--- config.mk ---
export PLATFORM = sky130hd
export DESIGN_NAME = gap_window_scheduler_flat
export DESIGN_NICKNAME = d
export VERILOG_FILES = /design/src/rtl/gap_window_scheduler_if.sv /design/src/rtl/gap_window_scheduler.sv /design/src/flat_wrapper.sv
export SDC_FILE = /design/constraint.sdc
export NUM_CORES = 1
export LEC_CHECK = 0
export CORE_MARGIN = 2
export CORE_UTILIZATION = 45
export CTS_CLUSTER_DIAMETER = 200
export DETAILED_ROUTE_END_ITERATION = 8
export PLACE_DENSITY = 0.73
export SETUP_SLACK_MARGIN = 0.15
export SKIP_LAST_GASP = 1
export SLEW_MARGIN = 20
export SYNTH_ARGS = -nofsm -noshare
export SYNTH_HDL_FRONTEND = slang
export SYNTH_SLANG_ARGS = --single-unit
--- constraint.sdc ---
create_clock -name clk -period 1.6 [get_ports clk]
set_input_delay 0.4 -clock clk [delete_from_list [all_inputs] [get_ports clk]]
set_output_delay 0.4 -clock clk [all_outputs]
set_load 0.02 [all_outputs]
--- src/rtl/gap_window_scheduler_if.sv ---
// Control/data bundle between the system control FSM, the serial line and the gap window scheduler.
// master drives the run request, configuration and J; slave reports status and hit results.
interface gap_window_scheduler_if #(
  parameter int CNT_W = 3,
  parameter int WIN_W = 8,
  parameter int HIT_W = 4
);
  logic             start;
  logic [CNT_W-1:0] gap_len;
  logic [WIN_W-1:0] win_len;
  logic             J;
  logic             busy;
  logic             done;
  logic             hit_pulse;
  logic [HIT_W-1:0] hit_count;
  logic             overflow;

  modport master (
    output start, gap_len, win_len, J,
    input  busy, done, hit_pulse, hit_count, overflow
  );

  modport slave (
    input  start, gap_len, win_len, J,
    output busy, done, hit_pulse, hit_count, overflow
  );
endinterface

--- src/rtl/gap_window_scheduler.sv ---
// Runs the "1, N zeros, 1" gap detector over a window of exactly win_len J samples.
// Hits overlap, the hit count saturates with a sticky overflow, and every output is registered.
module gap_window_scheduler #(
  parameter int CNT_W = 3,
  parameter int WIN_W = 8,
  parameter int HIT_W = 4
) (
  input logic                    clk,
  input logic                    rst,
  gap_window_scheduler_if.slave  bus
);

  typedef enum logic [1:0] {IDLE, WAIT1, SEEN1, COUNT} state_t;

  localparam logic [HIT_W-1:0] HIT_MAX = '1;

  state_t           r_state;
  state_t           w_det_next;
  logic [CNT_W-1:0] r_gap;
  logic [CNT_W-1:0] r_zc;
  logic [CNT_W-1:0] w_zc_next;
  logic [WIN_W-1:0] r_win;
  logic             r_busy;
  logic             r_done;
  logic             r_hit_pulse;
  logic [HIT_W-1:0] r_hit_count;
  logic             r_overflow;
  logic             w_hit;

  // Detector next state for the sample on J; only applied while a window is running.
  always_comb begin
    w_det_next = r_state;
    w_zc_next  = r_zc;
    w_hit      = 1'b0;
    case (r_state)
      WAIT1: begin
        if (bus.J) w_det_next = SEEN1;
      end
      SEEN1: begin
        if (bus.J) begin
          w_hit = (r_gap == '0);
        end else if (r_gap == '0) begin
          w_det_next = WAIT1;
        end else begin
          w_det_next = COUNT;
          w_zc_next  = CNT_W'(1);
        end
      end
      COUNT: begin
        if (bus.J) begin
          // Closing 1 doubles as the opening 1 of the next candidate.
          w_hit      = (r_zc == r_gap);
          w_det_next = SEEN1;
        end else if (r_zc == r_gap) begin
          w_det_next = WAIT1;
        end else begin
          w_zc_next = r_zc + 1'b1;
        end
      end
      default: ;
    endcase
  end

  always_ff @(posedge clk or posedge rst) begin
    if (rst) begin
      r_state     <= IDLE;
      r_gap       <= '0;
      r_zc        <= '0;
      r_win       <= '0;
      r_busy      <= 1'b0;
      r_done      <= 1'b0;
      r_hit_pulse <= 1'b0;
      r_hit_count <= '0;
      r_overflow  <= 1'b0;
    end else begin
      r_done      <= 1'b0;
      r_hit_pulse <= 1'b0;
      if (!r_busy) begin
        if (bus.start) begin
          r_gap       <= bus.gap_len;
          r_win       <= bus.win_len;
          r_zc        <= '0;
          r_hit_count <= '0;
          r_overflow  <= 1'b0;
          if (bus.win_len != '0) begin
            r_busy  <= 1'b1;
            r_state <= WAIT1;
          end else begin
            r_done  <= 1'b1;
          end
        end
      end else begin
        r_win   <= r_win - 1'b1;
        r_state <= w_det_next;
        r_zc    <= w_zc_next;
        if (w_hit) begin
          r_hit_pulse <= 1'b1;
          if (r_hit_count == HIT_MAX) r_overflow  <= 1'b1;
          else                        r_hit_count <= r_hit_count + 1'b1;
        end
        // Last sample of the window: any partial pattern is dropped here.
        if (r_win == WIN_W'(1)) begin
          r_busy  <= 1'b0;
          r_done  <= 1'b1;
          r_state <= IDLE;
        end
      end
    end
  end

  assign bus.busy      = r_busy;
  assign bus.done      = r_done;
  assign bus.hit_pulse = r_hit_pulse;
  assign bus.hit_count = r_hit_count;
  assign bus.overflow  = r_overflow;

endmodule

--- src/flat_wrapper.sv ---
// flat-port wrapper written by rule: the top's interface ports become plain ports
module gap_window_scheduler_flat 
#(
  parameter int CNT_W = 3,
  parameter int WIN_W = 8,
  parameter int HIT_W = 4
)
  (clk, rst, bus_start, bus_gap_len, bus_win_len, bus_J, bus_busy, bus_done, bus_hit_pulse, bus_hit_count, bus_overflow);
  gap_window_scheduler_if #(.CNT_W(CNT_W), .WIN_W(WIN_W), .HIT_W(HIT_W)) bus_i ();
  input logic clk;
  input logic rst;
  input wire logic [$bits(bus_i.start)-1:0] bus_start;
  input wire logic [$bits(bus_i.gap_len)-1:0] bus_gap_len;
  input wire logic [$bits(bus_i.win_len)-1:0] bus_win_len;
  input wire logic [$bits(bus_i.J)-1:0] bus_J;
  output wire logic [$bits(bus_i.busy)-1:0] bus_busy;
  output wire logic [$bits(bus_i.done)-1:0] bus_done;
  output wire logic [$bits(bus_i.hit_pulse)-1:0] bus_hit_pulse;
  output wire logic [$bits(bus_i.hit_count)-1:0] bus_hit_count;
  output wire logic [$bits(bus_i.overflow)-1:0] bus_overflow;
  assign bus_i.start = bus_start;
  assign bus_i.gap_len = bus_gap_len;
  assign bus_i.win_len = bus_win_len;
  assign bus_i.J = bus_J;
  assign bus_busy = bus_i.busy;
  assign bus_done = bus_i.done;
  assign bus_hit_pulse = bus_i.hit_pulse;
  assign bus_hit_count = bus_i.hit_count;
  assign bus_overflow = bus_i.overflow;
  gap_window_scheduler #(.CNT_W(CNT_W), .WIN_W(WIN_W), .HIT_W(HIT_W)) u_core (.clk(clk), .rst(rst), .bus(bus_i));
endmodule
# After elaboration in Yosys (flattened, before gate mapping)

Cells that the tools add are included.

$add $sub $neg: 3
Eq/ne operators: 18
Muxes and demuxes: 40
Bitwise logic cells: 1
Reduce and logical (&&, ||, !) cells: 9

Operator list:

| operator              | number |
|---|---|
| $mux W2               | 9 |
| $mux W3               | 6 |
| $mux W1               | 16 |
| $mux W4               | 4 |
| $mux W8               | 2 |
| $ne A3 B3 Y1 const B  | 5 |
| $reduce_and A6 Y1     | 2 |
| $ne A5 B5 Y1 const B  | 2 |
| $eq A8 B1 Y1 const B  | 1 |
| $ne A4 B4 Y1 const B  | 2 |
| $reduce_bool A8 Y1    | 1 |
| $sub A8 B1 Y8 const B | 1 |
| $ne A2 B2 Y1 const B  | 3 |
| $pmux W2 S3           | 1 |
| $pmux W3 S2           | 1 |
| $reduce_and A3 Y1     | 2 |
| $add A4 B1 Y4 const B | 1 |
| $eq A2 B2 Y1 const B  | 2 |
| $eq A4 B4 Y1 const B  | 1 |
| $reduce_bool A2 Y1    | 2 |
| $add A3 B1 Y3 const B | 1 |
| $eq A3 B3 Y1          | 1 |
| $logic_not A3 Y1      | 1 |
| $eq A2 B1 Y1 const B  | 1 |
| 3 further kinds       | 3 |

Register bits after elaboration: 24
Input bits: 15
Output and inout bits: 8
Word-level logic and storage cells: 80

# Longest topological paths before layout

Gate-level depths: netlist of the first run.

Depth in word-level cells: 6
Mapped depth: 6
Mapped depth without buffers: 6

# Worst setup path before layout of the first run

Ideal clock, no wire load.

Path type: reg2reg
From: register u_core.r_state[0]
To: register u_core.r_hit_count[2], in the netlist u_core.bus.hit_count[2]
Library setup time: 139 ps
Data arrival time: 1499 ps
Data required time: 1461 ps
Path slack: -38 ps
Stages on the path, launching flop included: 7
Path buffers: 0
Clock period less this slack: 1638 ps
Path through: dfrtp_1 -> inv_1 -> ha_1 -> nor4b_4 -> nand2b_1 -> a2111oi_2 -> o32ai_1

Longest elaborated chain between the ends: 4
Elaborated cells between the ends (all ways): 5
Classes of those cells: eq/ne (3); mux (1); reduce/logical (1)

Ends and longest elaborated chain:

| item                                   | RTL line                   | source |
|---|---|---|
| from (decl)                            | gap_window_scheduler.sv:17 | `state_t r_state;` |
| from (signal assigned)                 | gap_window_scheduler.sv:94 | `r_state <= w_det_next;` |
| $eq A2 B2 Y1                           | gap_window_scheduler.sv:35 | `case (r_state)` |
| $pmux W1 S2 (*)                        | gap_window_scheduler.sv:35 |  |
| $ne A2 B2 Y1 (no source line) (*)      | n/a                        |  |
| $reduce_and A3 Y1 (no source line) (*) | n/a                        |  |
| to (signal assigned)                   | gap_window_scheduler.sv:99 | `else r_hit_count <= r_hit_count + 1'b1;` |
| to (decl)                              | gap_window_scheduler.sv:26 | `logic [HIT_W-1:0] r_hit_count;` |

Every way passes the cells marked *; elsewhere a longest branch is shown, timed or not.
A chain may end at the register's enable or synchronous reset.

# Worst setup path in the final report of the first run

From: register u_core.r_state[0]
To: register u_core.r_zc[0]

Longest elaborated chain between the ends: 3
Elaborated cells between the ends (all ways): 10
Classes of those cells: eq/ne (7); mux (2); reduce/logical (1)

Ends and longest elaborated chain:

| item                                                          | RTL line                   | source |
|---|---|---|
| $eq A2 B2 Y1                                                  | gap_window_scheduler.sv:35 |  |
| $ne A3 B3 Y1 (no source line) or $pmux W3 S2 (tied branches)  | n/a                        |  |
| $reduce_and A6 Y1 (no source line) or $mux W3 (tied branches) | n/a                        |  |
| to (signal assigned)                                          | gap_window_scheduler.sv:95 | `r_zc <= w_zc_next;` |
| to (decl)                                                     | gap_window_scheduler.sv:20 | `logic [CNT_W-1:0] r_zc;` |

Several ways; a longest one is shown, not always the timed one.

==> impl_metrics.toml, run 1 <==
[die]
die_y_um = 62.9
die_w_um = 62.9
dieArea_um2 = 3960
pin_count = 23
rows = 21
core_area_um2 = 3340
start_util_pct = 46.8

[global_routing]
grt_pass1_vias = 1446
grt_pass1_wl_mm = 6.60
grt_overflow = 0
grt_antenna_before_repair = 0
grt_usage_pct = 20.6
grt_start_max_net_pins = 25

[logic_synthesis]
syn_avg_cell_area_um2 = 9.52
synth_edf_count = 0
yosys.area.top_type_share_pct = 38.5
syn_area_um2 = 1560
yosysWarnings = 0
synth_seq_cells = 24
synth_compound_area_share_pct = 20.1
synthAdderAreaFrac_pct = 5.61
netlist_instances = 164
syn_nets = 186
synth_top_flop_cell = "dfrtp_1"
synth.area.mux_share_pct = 2.64
yosys.area_share.simple_pct = 22.3
synth_top_family_by_area = "simple AND/OR/NAND/NOR gates"
ys_top_cells_by_count = "dfrtp_1 (24), nand2_1 (23), a21oi_1 (11), nor2_1 (9), inv_1 (8)"
yosys.area.top_type = "dfrtp_1"
yosysMostFrequentCell = "dfrtp_1"
yosysUniqueCellTypes = 50
synth.area.top_cells = "dfrtp_1 (38%), ha_1 (5.6%), nand2_1 (5.5%), a21oi_1 (3.5%), xor2_1 (3.4%)"
synthXorXnorAreaFrac_pct = 5.61
synthArstFlopShare_pct = 100
yosysSeqAreaShare_pct = 38.5

[run_status]
failed_checks = "negative setup slack"
status = "finished, violations left"

[timing]
max_slew_margin_pct = 76.7
slew_violations = 0
rsz0062_at_grt = "true"
finalCriticalPeriod_ns = 1.71
setup_viol = 7
hold_violations = 0
setup_tns_ns = -0.353
skew_ns = 0.00842
setup_ws_ns = -0.109
max_freq_mhz = 585
max_slew.worst_pin.slew_ns = 0.344
period_share_pct = 107
holdWs_ns = 0.415

[layout]
final_area_um2 = 2220
fill_cells = 254
finalNonFillerCells = 265
antenna_cells = 0
fin_util_pct = 66.7
syn_to_final_growth_pct = 42.5
layout-drive-gt1-share_pct = 35.2
nNetsFinal = 242

[power_and_ir_drop]
leakage_nw = 0.984
vdd_drop_max_v = 0.000997
fin_total_pwr_mw = 3.79
p_per_area_nw_per_um2 = 1700

[critical_path]
crit_path_top_delay_cell = "dfrtp_2"
startpoint_type = "flip-flop"
crit_required_ns = 1.82
path_delay_family = "flip-flops"
cp.buffers_inverters = 2
worstPathMaxFanout = 4
crit_path_cell_trace = "inv_2 > ha_4 > nor2_2 > nor4_2 > buf_4 > nand2b_1 > a32o_1"
slowest_delay_ns = 0.47
crit_cells = 7
cp.arrival_ns = 1.93
r2r_setup_slack_ns = -0.11
crit_type = "flip-flop to flip-flop"
critical_path.endpoint_type = "flip-flop"
rr_worst_depth = 7

[place]
globalplace.congestion = 0.854
dp_hpwl_mm = 2.78
dpl.cell_count = 250
numPortBuffers = 22
place_ws_ns = -0.244
placed_area_um2 = 1980

[clock_tree]
clk_latency_ns = 0.32
tritoncts = "done"
clkTransAtPathRegs_ns = 0.14
cts_root_buf = "clkbuf_4"
cts.hold.buffers_added = 0
clock-sinks = 24
h-tree-depth = 1
cts_buffer_depth = 2
cts_buffers = 3

[worst_hold_path]
hold_class = "input pin to async pin"

[routing]
post_drt_wl_per_cell_um = 15.2
firstDrtPassIters = 4
vias = 1431
drc = 0
wl_mm = 4.04
drt_iter0_drc = 62
antenna_left = 0
vias_per_cell = 5.40

[flow_run]
maxCapViolations = 0
## worst min-delay path, stage by stage
cell	delay, ns
clkdlybuf4s50_1	0.40
inv_1	0.05
buf_4	0.30
## final timing paths
check,start,endpoint
worst max register to register,u_core.r_state[0],u_core.r_zc[0]
worst max-delay path,u_core.r_state[0],u_core.r_zc[0]
max in group asynchronous,rst,u_core.r_gap[0]
worst min register to register,u_core.bus.overflow,u_core.bus.overflow
worst min-delay path,rst,u_core.r_win[4]
min in group clk,u_core.bus.overflow,u_core.bus.overflow
## cell type report
| class | count | area (um2) | area share [%] |
|---|---|---|---|
| timing repair buffer | 58 | 480 | 21.6 |
| tap | 46 | 57.6 | 2.59 |
| inverter | 9 | 36.3 | 1.63 |
| multi-input combinational | 124 | 1010 | 45.3 |
| clock buffer | 4 | 36.3 | 1.63 |
| sequential | 24 | 606 | 27.2 |
## registers in the layout (all words and copies together) (netlist names), 2 cells and up
register and count:
u_core.bus.hit_count 4, u_core.r_gap 3, u_core.r_win 8, u_core.r_zc 3, u_core.r_state 2
## placed cells by master, fill, tap and decap left out, types with 3 or more instances in the layout
cell type        instances
inv_2                    3
a21oi_1                  8
o211a_1                  3
dfrtp_1                 20
xor2_1                   6
a211oi_1                 4
nand3_1                  3
mux2i_1                  3
clkbuf_4                 3
buf_4                   34
dfrtp_2                  4
xnor2_1                  4
o21ai_0                  4
nor2_1                   8
clkdlybuf4s50_1         14
inv_1                    5
nor2b_1                  5
a21oi_2                  3
ha_4                     5
nand2_1                 23
## cells by family after synthesis
logic type      after synthesis
compound gates               42
flops                        24
xor+xnor                     10
buf+inv                      16
simple gates                 61
mux                           4
fa+ha+maj                     7
## power breakdown
group	leakage [nW]	total (mW)	internal (mW)	switching [mW]
combinational	0.670	2.21	1.19	1.03
clock	0.0210	0.335	0.139	0.196
sequential	0.292	1.24	0.862	0.378
## metal layers
metal  up-vias  track usage (%)  share of wire (%)
met5         -                0                  0
met4         0             4.17                1.4
met3         6             2.70                2.8
met2        30             35.0                 48
met1       688             28.0                 48
li1        707                -                  -
## repair_timing
item                                    4_1_cts  5_1_grt
gates resized for setup                      27       29
endpoints found under the setup margin       20       21
setup buffers                                 5        6
pin swaps                                     9        7
endpoints found under the hold margin         0        0
Power figures use the tool's default switching activity.
==> inputs of run 2 (changes only) <==
--- a/config.mk
+++ b/config.mk
@@ -9,7 +9,9 @@
 export CORE_UTILIZATION = 45
 export CTS_CLUSTER_DIAMETER = 200
 export DETAILED_ROUTE_END_ITERATION = 8
-export PLACE_DENSITY = 0.73
+export DONT_BUFFER_PORTS = 1
+export PLACE_DENSITY = 0.64
+export REMOVE_ABC_BUFFERS = 1
 export SETUP_SLACK_MARGIN = 0.15
 export SKIP_LAST_GASP = 1
 export SLEW_MARGIN = 20
==> impl_metrics.toml, run 2 (synthesized netlist as in run 1, its figures left out) <==
[critical_path]
startpoint = "u_core.r_state[0]"
slowest_delay_ns = 0.47
cp.buffers_inverters = 2
crit_path_cell_trace = "inv_2 > ha_4 > nor4b_4 > buf_4 > nor4_4 > a21oi_2 > mux2_4"
startpoint_type = "flip-flop"
r2r_end = "u_core.r_zc[1]"
worstPathMaxFanout = 3
path_delay_family = "flip-flops"
critical_path.endpoint_type = "flip-flop"
crit_required_ns = 1.83
r2r-start = "u_core.r_state[0]"
crit_path_top_delay_cell = "dfrtp_2"
crit_type = "flip-flop to flip-flop"
cp.arrival_ns = 1.94
r2r_setup_slack_ns = -0.11
rr_worst_depth = 7

[place]
dpl.cell_count = 222
globalplace.congestion = 0.808
numPortBuffers = 0
dp_hpwl_mm = 2.65
placed_area_um2 = 1720

[die]
die_w_um = 62.9
pin_count = 23
core_area_um2 = 3340
dieArea_um2 = 3960
start_util_pct = 46.8
die_y_um = 62.9
rows = 21

[global_routing]
grt_pass1_vias = 1331
grt_antenna_before_repair = 0
grt_overflow = 0
grt_pass1_wl_mm = 6.13
grt_usage_pct = 19.2
grt_start_max_net_pins = 25

[clock_tree]
h-tree-depth = 1
clkTransAtPathRegs_ns = 0.15
cts_buffer_depth = 2
clock-sinks = 24
cts_buffers = 3
clk_latency_ns = 0.32
cts_root_buf = "clkbuf_4"
tritoncts = "done"

[worst_hold_path]
hold_path_depth = 2
min_from = "bus_gap_len[2]"
worstHoldEndpoint = "u_core.r_gap[2]"
hold_class = "input pin to flip-flop"

[routing]
drt_iter0_drc = 44
vias = 1363
antenna_left = 0
firstDrtPassIters = 4
wl_mm = 4.00
post_drt_wl_per_cell_um = 16.9
drc = 0
vias_per_cell = 5.75

[layout]
layout_common_cells = "buf_4 (27), nand2_1 (23), dfrtp_1 (17)"
nNetsFinal = 214
final_common_cell = "buf_4"
antenna_cells = 0
layout-drive-gt1-share_pct = 35.6
largest_register_ffs = 8
syn_to_final_growth_pct = 30.5
largest_register = "u_core.r_win"
final_area_um2 = 2040
finalNonFillerCells = 237

[timing]
finalCriticalPeriod_ns = 1.71
rsz0062_at_grt = "true"
max_slew.worst_pin.slew_ns = 0.449
max_freq_mhz = 585
slew_violations = 0
hold_violations = 0
max_slew_margin_pct = 69.6
setup_ws_ns = -0.110
period_share_pct = 107
skew_ns = 0.0168
setup_viol = 8

[power_and_ir_drop]
fin_total_pwr_mw = 3.93
leakage_nw = 0.887
vdd_drop_max_v = 0.000823
p_per_area_nw_per_um2 = 1930

[run_status]
failed_checks = "negative setup slack"
status = "finished, violations left"

[flow_run]
maxCapViolations = 0
-- run 2: worst max path at each step --
| stage | end | slack [ns] | cells after the start |
|---|---|---|---|
| 6_report | u_core.r_zc[1] | -0.11 | 7 |
| 5_1_grt | u_core.r_zc[1] | -0.15 | 7 |
| 4_1_cts | u_core.r_zc[1] | -0.04 | 6 |
| 3_5_place_dp | u_core.bus.hit_count[2] | -0.14 | 6 |
| 3_3_place_gp | u_core.bus.hit_count[2] | -0.07 | 6 |
| 2_1_floorplan | u_core.r_zc[1] | -0.19 | 4 |
-- run 2: per-layer routing --
metal | global-route usage, % | part of all wire [%]
met4 | 5.00 | 1.3
met2 | 34.2 | 52
met1 | 24.3 | 43
met5 | 0 | 0
met3 | 2.52 | 3.5
-- run 2: cell type report --
| cell class | count | area [um2] |
|---|---|---|
| clock inverters | 1 | 30.0 |
| clock buffers | 3 | 22.5 |
| flip-flops and latches | 24 | 609 |
| inverters | 9 | 36.3 |
| well taps | 46 | 57.6 |
| multi-input cells | 124 | 1050 |
| repair buffers | 30 | 235 |
| fillers | 297 | 1300 |
-- run 2: through the flow --
step / worst slack [ns] / hold slack, ns / setup TNS [ns] / util, %
floorplan: -0.189 / 0.415 / -0.295 / -
global placement: -0.0718 / 0.358 / -0.221 / 51.4
detailed placement: -0.139 / 0.359 / -0.450 / 51.4
CTS: -0.0433 / 0.166 / -0.178 / 55.3
global route: -0.146 / 0.141 / -0.976 / 61.1
finish: -0.110 / 0.169 / -0.497 / 61.1
-- run 2: timing repair --
item	4_1_cts	5_1_grt
endpoints found under the hold margin	14	0
setup buffers	4	7
gates cloned	0	0
setup endpoints to repair	11	13
resized for setup	11	27
pin swaps	6	10
hold buffers	1	0
-- run 2: where the power goes --
group	internal, mW	switching, mW
clock network	0.253	0.194
logic	1.16	1.02
registers	0.869	0.428
==> inputs of run 3 (changes only) <==
--- a/config.mk
+++ b/config.mk
@@ -10,7 +10,7 @@
 export CTS_CLUSTER_DIAMETER = 200
 export DETAILED_ROUTE_END_ITERATION = 8
 export DONT_BUFFER_PORTS = 1
-export PLACE_DENSITY = 0.64
+export PLACE_DENSITY = 0.62
 export REMOVE_ABC_BUFFERS = 1
 export SETUP_SLACK_MARGIN = 0.15
 export SKIP_LAST_GASP = 1
@@ -18,3 +18,4 @@
 export SYNTH_ARGS = -nofsm -noshare
 export SYNTH_HDL_FRONTEND = slang
 export SYNTH_SLANG_ARGS = --single-unit
+export TNS_END_PERCENT = 30
==> constraint.sdc (replaced) <==
create_clock -name clk -period 1.8 [get_ports clk]
set_input_delay 0.45 -clock clk [delete_from_list [all_inputs] [get_ports clk]]
set_output_delay 0.45 -clock clk [all_outputs]
set_load 0.02 [all_outputs]
==> impl_metrics.toml, run 3 (synthesized netlist as in run 1, its figures left out) <==
[run_status]
status = "completed"

[place]
dpl.cell_count = 210
numPortBuffers = 0
globalplace.congestion = 0.867
dp_hpwl_mm = 2.46

[critical_path]
worstPathMaxFanout = 4
cp.buffers_inverters = 1
path_delay_family = "compound AO/OA/AOI/OAI gates"
critical_path.endpoint_type = "flip-flop"
slowest_delay_ns = 0.47
cp.arrival_ns = 1.86
crit_type = "flip-flop to flip-flop"
crit_required_ns = 2.01
r2r_setup_slack_ns = 0.14
crit_path_top_delay_cell = "dfrtp_2"
startpoint_type = "flip-flop"
crit_path_cell_trace = "buf_4 > ha_1 > o21ba_2 > o41ai_2 > nand2_1 > a221o_1"

[global_routing]
grt_antenna_before_repair = 0
grt_overflow = 0
grt_usage_pct = 17.9
grt_start_max_net_pins = 25
grt_pass1_wl_mm = 5.73
grt_pass1_vias = 1295

[layout]
syn_to_final_growth_pct = 12.6
layout-drive-gt1-share_pct = 19.5
antenna_cells = 0
final_common_cell = "nand2_1"
largest_register = "u_core.r_win"
fill_cells = 318
layout_common_cells = "nand2_1 (23), dfrtp_1 (21), buf_4 (13)"
finalNonFillerCells = 220
largest_register_ffs = 8
nNetsFinal = 197

[clock_tree]
cts.hold.buffers_added = 0
cts_buffers = 3
clock-sinks = 24
tritoncts = "done"
h-tree-depth = 1
clk_latency_ns = 0.32
cts_buffer_depth = 2
clkTransAtPathRegs_ns = 0.14
cts_root_buf = "clkbuf_4"

[die]
start_util_pct = 46.8
rows = 21
die_y_um = 62.9
dieArea_um2 = 3960
pin_count = 23
core_area_um2 = 3340
die_w_um = 62.9

[timing]
rsz0062_at_grt = "true"
max_slew.worst_pin.slew_ns = 0.395
slew_violations = 0
max_slew_margin_pct = 73.6
period_share_pct = 92.1
finalCriticalPeriod_ns = 1.66
max_freq_mhz = 603
skew_ns = 0.0129
setup_viol = 0
hold_violations = 0

[flow_run]
maxCapViolations = 0

[worst_hold_path]
hold_class = "input pin to async pin"

[power_and_ir_drop]
fin_total_pwr_mw = 2.89
leakage_nw = 0.781
p_per_area_nw_per_um2 = 1650
vdd_drop_max_v = 0.000689

[routing]
firstDrtPassIters = 4
wl_mm = 3.33
drc = 0
vias = 1239
antenna_left = 0
post_drt_wl_per_cell_um = 15.2
drt_iter0_drc = 45
vias_per_cell = 5.63
run 3: changes by cell type in the layout (fill, tap and decap cells not counted), sizes merged:
cell	change
dlygate4sd3	-1
buf	-16
run 3: stage by stage:
stage	TNS, ns	setup WS [ns]	hold slack [ns]	cell area (um2)	util, %
2_1_floorplan	0	0.0114	0.465	1520	-
3_3_place_gp	0	0.0712	0.414	1630	48.7
3_5_place_dp	-0.0140	-0.0140	0.415	1630	48.7
4_1_cts	0	0.0870	0.0454	1710	51.1
5_1_grt	0	0.0335	0.0552	1760	52.7
6_report	0	0.142	0.0394	1760	52.7
run 3: cell type report:
type | count | area [um2] | area share [%]
Inverter | 9 | 36.3 | 2.06
Sequential cell | 24 | 604 | 34.4
Clock inverter | 1 | 30.0 | 1.71
Clock buffer | 3 | 22.5 | 1.28
Tap cell | 46 | 57.6 | 3.27
Timing Repair Buffer | 13 | 97.6 | 5.55
Multi-Input combinational cell | 124 | 910 | 51.7
run 3: where the power goes:
group | internal (mW) | total (mW) | switching [mW]
clock network | 0.225 | 0.391 | 0.166
logic | 0.715 | 1.36 | 0.640
registers | 0.764 | 1.15 | 0.384
run 3: per-layer routing:
metal / vias up / part of all wire [%] / global-route usage (%)
li1: 608 / - / -
met1: 606 / 44 / 20.7
met2: 23 / 52 / 33.2
met3: 2 / 4.0 / 3.96
met4: 0 / 0.51 / 4.17
met5: - / 0 / 0
run 3: worst paths after layout:
check	startpoint	to	cells past startpoint
hold reg to reg	u_core.r_win[0]	u_core.r_win[0]	1
setup reg to reg	u_core.r_state[0]	u_core.r_state[1]	6
setup / recovery	u_core.r_state[0]	u_core.r_state[1]	6
max in group asynchronous	rst	u_core.r_state[1]	2
hold / removal	rst	u_core.r_win[4]	2
min in group clk	bus_gap_len[2]	u_core.r_gap[2]	2
run 3: what timing repair did:
| action | in CTS | in global routing |
|---|---|---|
| endpoints found under the setup margin | 6 | 9 |
| resized for setup | 2 | 8 |
| pin swaps | 3 | 4 |
| setup buffers | 3 | 3 |
run 3: worst register-to-register path, cell delays in order, from the launching register on:
cell     delay (ns)
dfrtp_2        0.47
buf_4          0.14
ha_1           0.21
o21ba_2        0.22
o41ai_2        0.06
nand2_1        0.12
a221o_1        0.33
==> edit: new RTL, config.mk and constraints of run 2 <==
Encoding of `state_t`: now one-hot (4 bits for 4 states).
--- a/src/rtl/gap_window_scheduler.sv
+++ b/src/rtl/gap_window_scheduler.sv
@@ -11,5 +11,5 @@
 );
 
-  typedef enum logic [1:0] {IDLE, WAIT1, SEEN1, COUNT} state_t;
+  typedef enum logic [3:0] {IDLE = 4'b0001, WAIT1 = 4'b0010, SEEN1 = 4'b0100, COUNT = 4'b1000} state_t;
 
   localparam logic [HIT_W-1:0] HIT_MAX = '1;
Check against the original RTL: no difference found for any inputs over 10 cycles, from zero or initial values and one cycle with rst high; not proved beyond that.
==> edit against run 2 <==
The flow still finishes with violations (setup timing); sequential cell count up 2; hold slack worse by 160 ps; largest cell class unchanged; clock skew down 10 ps; critical endpoint is now u_core.r_state[1]$_DFFE_PP0P_; sequential power down 15%; design area up 5.8%; critical path type unchanged; setup slack worse by 250 ps; global-route usage up 4.4 points; first-iteration DRC count up 14%; total power up 0.69%; die area down 3.0%; synthesized cell count up 2.4%; routed wire length up 0.60%; synthesized area down 3.2%.
==> edit: results (changes against run 2) <==
| Result | Reported | Unit | Change |
|:---|:---|:---|:---|
| Run status | complete, but fails checks | - |  |
| Violations in the final reports | setup timing | - |  |
| Total Negative Setup Slacks | -2680 | ps | -2190 ps |
| Avg WL per Cell | 15.4 | um | -8.7% |
| Path depth of the worst reg2reg path | 6 | - | -1 |
| Peak VDD IR | 0.000768 | V | -6.7% |
| Number of global-route vias before repair | 1475 | - | +11% |
| Critical path origin | u_core.r_state[2]$_DFFE_PP0P_ | - |  |
| Final GP Congestion | 0.835 | - | +3.3% |
| Post-detailed-routing wire length | 4020 | um | +0.60% |
| Fraction of final layout cells with drive strength greater than 1 | 39.1 | % | +3.5 points |
| Placed standard-cell area | 0.00184 | mm^2 | +7.4% |
| Global-route met3 utilization | 4.14 | % | +1.6 points |
| Via density per instance | 5.57 | - | -3.2% |
| Cell with the largest stage delay on the worst path | or4bb_1 | - |  |
| Pre-CTS setup slack | -495 | ps | -356 ps |
| R2r startpoint | u_core.r_state[2]$_DFFE_PP0P_ | - |  |
| Average size of a mapped cell | 9.00 | um^2 | -5.5% |
| Leakage power figure | 1.00 | nW | +13% |
| Final setup skew | 6.40 | ps | -10.4 ps |
| Sequential share of power | 28.0 | % | -5.0 points |
| Crit path setup slack, layout | -358 | ps | -248 ps |
| Global-route track usage on met1 | 29.9 | % | +5.6 points |
| Worst-margin pin slew | 353 | ps | -96.4 ps |
| Dpl cells | 248 | - | +12% |
| Power drawn by the combinational cells | 2.51 | mW | +15% |
| Largest cells by area after synthesis | dfrtp_1 (41%), nand2_1 (6.2%), ha_1 (3.3%) | - |  |
| Final setup vio count | 12 | - | +4 |
==> edit: changes by cell type after synthesis, sizes merged, moves of 3 or more <==
cell / change
or4b: +3
o21ai: +3
xnor2: -4
o22ai: +3
o211a: -3
nor2: +4
buf: -4
or3: +3
ha: -3
nand3: +5
o311ai: +3
==> edit: layout make-up <==
class | instances | area (um^2)
Fill cell | 270 | 1130
Multi-Input combinational cell | 126 | 932
Sequential cell | 26 | 652
Timing Repair Buffer | 48 | 438
Tap cell | 46 | 57.6
Inverter | 11 | 41.3
Clock buffer | 4 | 36.3
==> edit: kinds of logic after synthesis <==
logic type	after synthesis	synth area share, %
multiplexers	3	2.15
XOR/XNOR	5	2.90
buffers and inverters	16	3.97
AO/OA/AOI/OAI	39	17.6
adder cells (fa/ha/maj)	4	3.31
AND/OR/NAND/NOR	75	27.0
flip-flops	26	43.1
==> edit: timing repair <==
action | in CTS | in global routing
resized for setup | 23 | 17
pin swaps | 15 | 6
buffers inserted | 6 | 1
endpoints found under the setup margin | 19 | 24
gates cloned | 2 | 0
